[config.mk]
export PLATFORM = sky130hd
export DESIGN_NAME = fifo_burst_reader
export DESIGN_NICKNAME = d
export VERILOG_FILES = /design/src/rtl/fifo_burst_reader.sv
export SDC_FILE = /design/constraint.sdc
export NUM_CORES = 1
export LEC_CHECK = 0
export CAP_MARGIN = 20
export CORE_MARGIN = 8
export CORE_UTILIZATION = 50
export DETAILED_ROUTE_END_ITERATION = 12
export GPL_TIMING_DRIVEN = 0
export PLACE_DENSITY = 0.85
export SETUP_SLACK_MARGIN = 0.3
export SLEW_MARGIN = 20
export SYNTH_ARGS = -nofsm -noshare
export SYNTH_HDL_FRONTEND = slang
export SYNTH_SLANG_ARGS = --single-unit
export TNS_END_PERCENT = 30
[constraint.sdc]
create_clock -name clk -period 8.4 [get_ports clk]
set_input_delay 2.1 -clock clk [delete_from_list [all_inputs] [get_ports clk]]
set_output_delay 2.1 -clock clk [all_outputs]
set_load 0.05 [all_outputs]
[src/rtl/fifo_burst_reader.sv]
`default_nettype none
// fifo_burst_reader: drains a programmed burst from a show-ahead FIFO onto a
// valid/ready stream through a 2-entry skid buffer, with last flag and done pulse.
module fifo_burst_reader #(
   parameter  int len_data  = 32,
   parameter  int max_burst = 16,
   localparam int bl_w      = $clog2(max_burst) + 1
) (
   input  logic                clk,
   input  logic                rst_n,
   input  logic                i_start,
   input  logic [bl_w-1:0]     i_burst_len,
   input  logic                i_fifo_empty,
   input  logic [len_data-1:0] i_fifo_data,
   output logic                o_fifo_read,
   output logic                o_valid,
   output logic [len_data-1:0] o_data,
   output logic                o_last,
   input  logic                i_ready,
   output logic                o_busy,
   output logic                o_done
);

   localparam logic [1:0] IDLE = 2'd0;
   localparam logic [1:0] RUN  = 2'd1;
   localparam logic [1:0] DONE = 2'd2;

   logic [1:0]          state;
   logic [1:0]          next_state;
   logic [bl_w-1:0]     fetch_left;
   logic [bl_w-1:0]     send_left;
   logic [bl_w-1:0]     start_len;
   logic [1:0]          occ;
   logic [len_data-1:0] head;
   logic [len_data-1:0] tail;
   logic                accept;
   logic                fetch;
   logic                pop;

   always_comb begin
      start_len = i_burst_len;
      if (i_burst_len > bl_w'(max_burst)) begin
         start_len = bl_w'(max_burst);
      end
   end

   assign accept = (state == IDLE) && i_start && (i_burst_len != '0);
   assign fetch  = o_fifo_read;
   assign pop    = o_valid && i_ready;

   always_ff @(posedge clk or negedge rst_n) begin
      if (!rst_n) begin
         state <= IDLE;
      end else begin
         state <= next_state;
      end
   end

   always_comb begin
      next_state = state;
      case (state)
         IDLE:    if (accept) next_state = RUN;
         RUN:     if (pop && (send_left == bl_w'(1))) next_state = DONE;
         DONE:    next_state = IDLE;
         default: next_state = IDLE;
      endcase
   end

   // Read strobe depends only on registered state and FIFO empty, never on i_ready.
   always_comb begin
      o_fifo_read = (state == RUN) && !i_fifo_empty && (fetch_left != '0) && (occ != 2'd2);
      o_valid     = (occ != 2'd0);
      o_data      = o_valid ? head : '0;
      o_last      = o_valid && (send_left == bl_w'(1));
      o_busy      = (state == RUN) || (state == DONE);
      o_done      = (state == DONE);
   end

   always_ff @(posedge clk or negedge rst_n) begin
      if (!rst_n) begin
         fetch_left <= '0;
         send_left  <= '0;
      end else if (accept) begin
         fetch_left <= start_len;
         send_left  <= start_len;
      end else begin
         if (fetch) begin
            fetch_left <= fetch_left - bl_w'(1);
         end
         if (pop && (send_left != '0)) begin
            send_left <= send_left - bl_w'(1);
         end
      end
   end

   // head is the oldest word; simultaneous fetch and pop keeps FIFO order.
   always_ff @(posedge clk or negedge rst_n) begin
      if (!rst_n) begin
         occ  <= 2'd0;
         head <= '0;
         tail <= '0;
      end else begin
         case ({fetch, pop})
            2'b10: begin
               if (occ == 2'd0) begin
                  head <= i_fifo_data;
               end else begin
                  tail <= i_fifo_data;
               end
               occ <= occ + 2'd1;
            end
            2'b01: begin
               head <= tail;
               occ  <= occ - 2'd1;
            end
            2'b11: begin
               if (occ == 2'd1) begin
                  head <= i_fifo_data;
               end else begin
                  head <= tail;
                  tail <= i_fifo_data;
               end
            end
            default: begin
            end
         endcase
      end
   end

endmodule
`default_nettype wire

==> impl_metrics.toml <==
[outcome]
status = "completed"

[setup_path]
critPathLaunchType = "input port"
crit_fanout = 6
path_class = "in2out"
cp.arrival_ns = 4.10
end_kind = "primary output"
r2r_cells = 9
required_ns = 6.30

[grt]
antenna_found_initial = 0
use_met3 = 0.0421
first_global_vias = 2975
grt_most_used_layer = "met2"
grt_max_degree = 44
grt_use_met1 = 0.178
grt_overflow = 0
gr-usage-all-layers = 0.157
met2_usage = 0.277
grt_pass1_wl_mm = 14.0

[hold_path]
min_path_cells = 1
min_path_type = "reg2reg"

[route]
firstDrtPassIters = 4
drcViolationCount = 0
viasPerCell = 5.33
via_count = 2743
drtIter0Drc = 87
drt-total-wl_mm = 8.38
ant_nets = 0
wire_per_inst_um = 16.3

[yosys]
syn_inst = 318
synthTopCellsByCount = "dfrtp_1 (78), mux2_2 (67), nor2b_1 (33)"
yosys_warnings = 0
synth.distinct_cells = 37
ys_ff_latch = 78
synth_area_sq_mm = 0.00390
yosysSeqAreaShare = 0.500
synth-async-reset-ratio = 1.00
ys.flop_type = "dfrtp_1"
synth_edf_count = 0
synth_nets = 374
yosys.area.top_type = "dfrtp_1"
postSynthAreaPerCell_sq_um = 12.3
synth.most_common_cell = "dfrtp_1"
synth.area.top_cells = "dfrtp_1 (50%), mux2_2 (19%), a22o_1 (7.2%)"
synth_top_cell_area_share = 0.500

[timing]
fin_setup_tns_ns = 0
slew_headroom = 0.602
hold_viol = 0
slew_viol_final = 0
fin_worst_skew_ns = 0.0108
period_share = 0.738
max_freq_mhz = 161
rsz0062_at_grt = "false"
tightestPinTransition_ns = 0.597
period_needed_ns = 6.20
finalSetupViolCount = 0

[cells_and_area]
multiInputGateArea_sq_mm = 0.00181
fin_nets = 464
syn_to_final_growth_pct = 29.1
register_area_sq_mm = 0.00195
layout-drive-gt1-share = 0.230
fin_area_sq_mm = 0.00503
n_fill_cell = 602
antennaDiodeCount = 0

[cts]
htree_num_levels = 3
numCtsBuffers = 9
worstSkewPairLatency_ns = 0.34
clkTransAtPathRegs_ns = 0.08
root_buffer = "clkbuf_8"
cts_tree = "built"
clockBufferDepth = 2
ctsResizeCount = 0
clock-sinks = 78
post_cts_buffers = 0
hold_buffers = 0

[placed_design]
routabilityCongestion = 0.835
hpwl_mm = 6.24
portBuffers = 78
dpl_cell_area_sq_mm = 0.00483

[floorplanning]
start_util = 0.510
dieArea_sq_mm = 0.0109
design.core.area_sq_mm = 0.00765
die_w_um = 104
num_io_pins = 79
dieHeight_um = 104
rows = 32

[power_and_ir_drop]
peakVddDrop_mv = 0.247
power_density_mw_per_mm2 = 427
total_power_uw = 2150
static-leakage-power_uw = 0.00218

[job]
max_cap_viol_count = 0
==> final cells by class <==
cell class	instances	area share
Timing Repair Buffer	79	0.159
Inverter	12	0.00895
Tap cell	102	0.0253
Multi-Input combinational cell	211	0.360
Clock inverter	5	0.0114
Buffer	17	0.0176
Sequential cell	78	0.388
Clock buffer	11	0.0301
==> critical path, stage by stage <==
cell and delay, ns:
clkdlybuf4s50_1 0.40, nor3b_1 0.39, o21ai_2 0.19, inv_2 0.18, clkdlybuf4s50_1 0.83
==> layout by cell type, fill, tap and decap left out, drive strengths merged, types with 3 or more instances in the layout <==
cell and count:
a21oi 10, a22o 32, buf 7, clkbuf 23
clkdlybuf4s50 77, clkinvlp 3, dfrtp 78, ha 14
inv 12, mux2 68, nand2 9, nand3 7
nor2 5, nor2b 33, nor3 6, o21ai 5
xnor2 5
==> state kept, by name, summed over array words and instances (netlist names) <==
name	flops
occ	2
head	32
send_left	5
fetch_left	5
state	2
tail	32
==> layer usage <==
metal	wire length, um	part of all wire	vias up
li1	-	-	1313
met5	0	0	-
met1	3620	0.43	1361
met4	91	0.011	0
met2	4290	0.51	59
met3	382	0.046	10
==> worst paths after layout <==
path / startpoint / slack, ns / to
setup / recovery: i_fifo_empty / 2.20 / o_fifo_read
hold / removal: head[19] / 0.49 / head[19]
setup reg to reg: fetch_left[0] / 5.20 / tail[9]
hold reg to reg: head[19] / 0.49 / head[19]
max in group asynchronous: rst_n / 6.09 / tail[25]
min in group asynchronous: rst_n / 1.72 / send_left[3]
==> cells by family after synthesis <==
group	Yosys count	synth area share
buf+inv	29	0.0343
compound gates	57	0.116
fa+ha+maj	14	0.0449
xor+xnor	5	0.0112
flops	78	0.500
simple gates	67	0.0972
mux	68	0.196
==> power breakdown <==
part	total [uW]	internal (uW)	leakage [uW]	switching, uW
logic	1200	518	0.00113	684
registers	657	561	0.000949	95.8
clock network	290	153	0.0000976	137
==> metrics by stage <==
step	setup slack, ns	std cells	hold slack [ns]	util
6_report	2.20	515	0.494	0.658
5_1_grt	2.02	515	0.517	0.658
4_1_cts	2.20	515	0.497	0.658
3_5_place_dp	2.21	499	0.477	0.631
3_3_place_gp	2.26	498	0.477	0.629
2_1_floorplan	3.47	318	0.456	-
No activity file was read; power rests on OpenSTA's default activity.
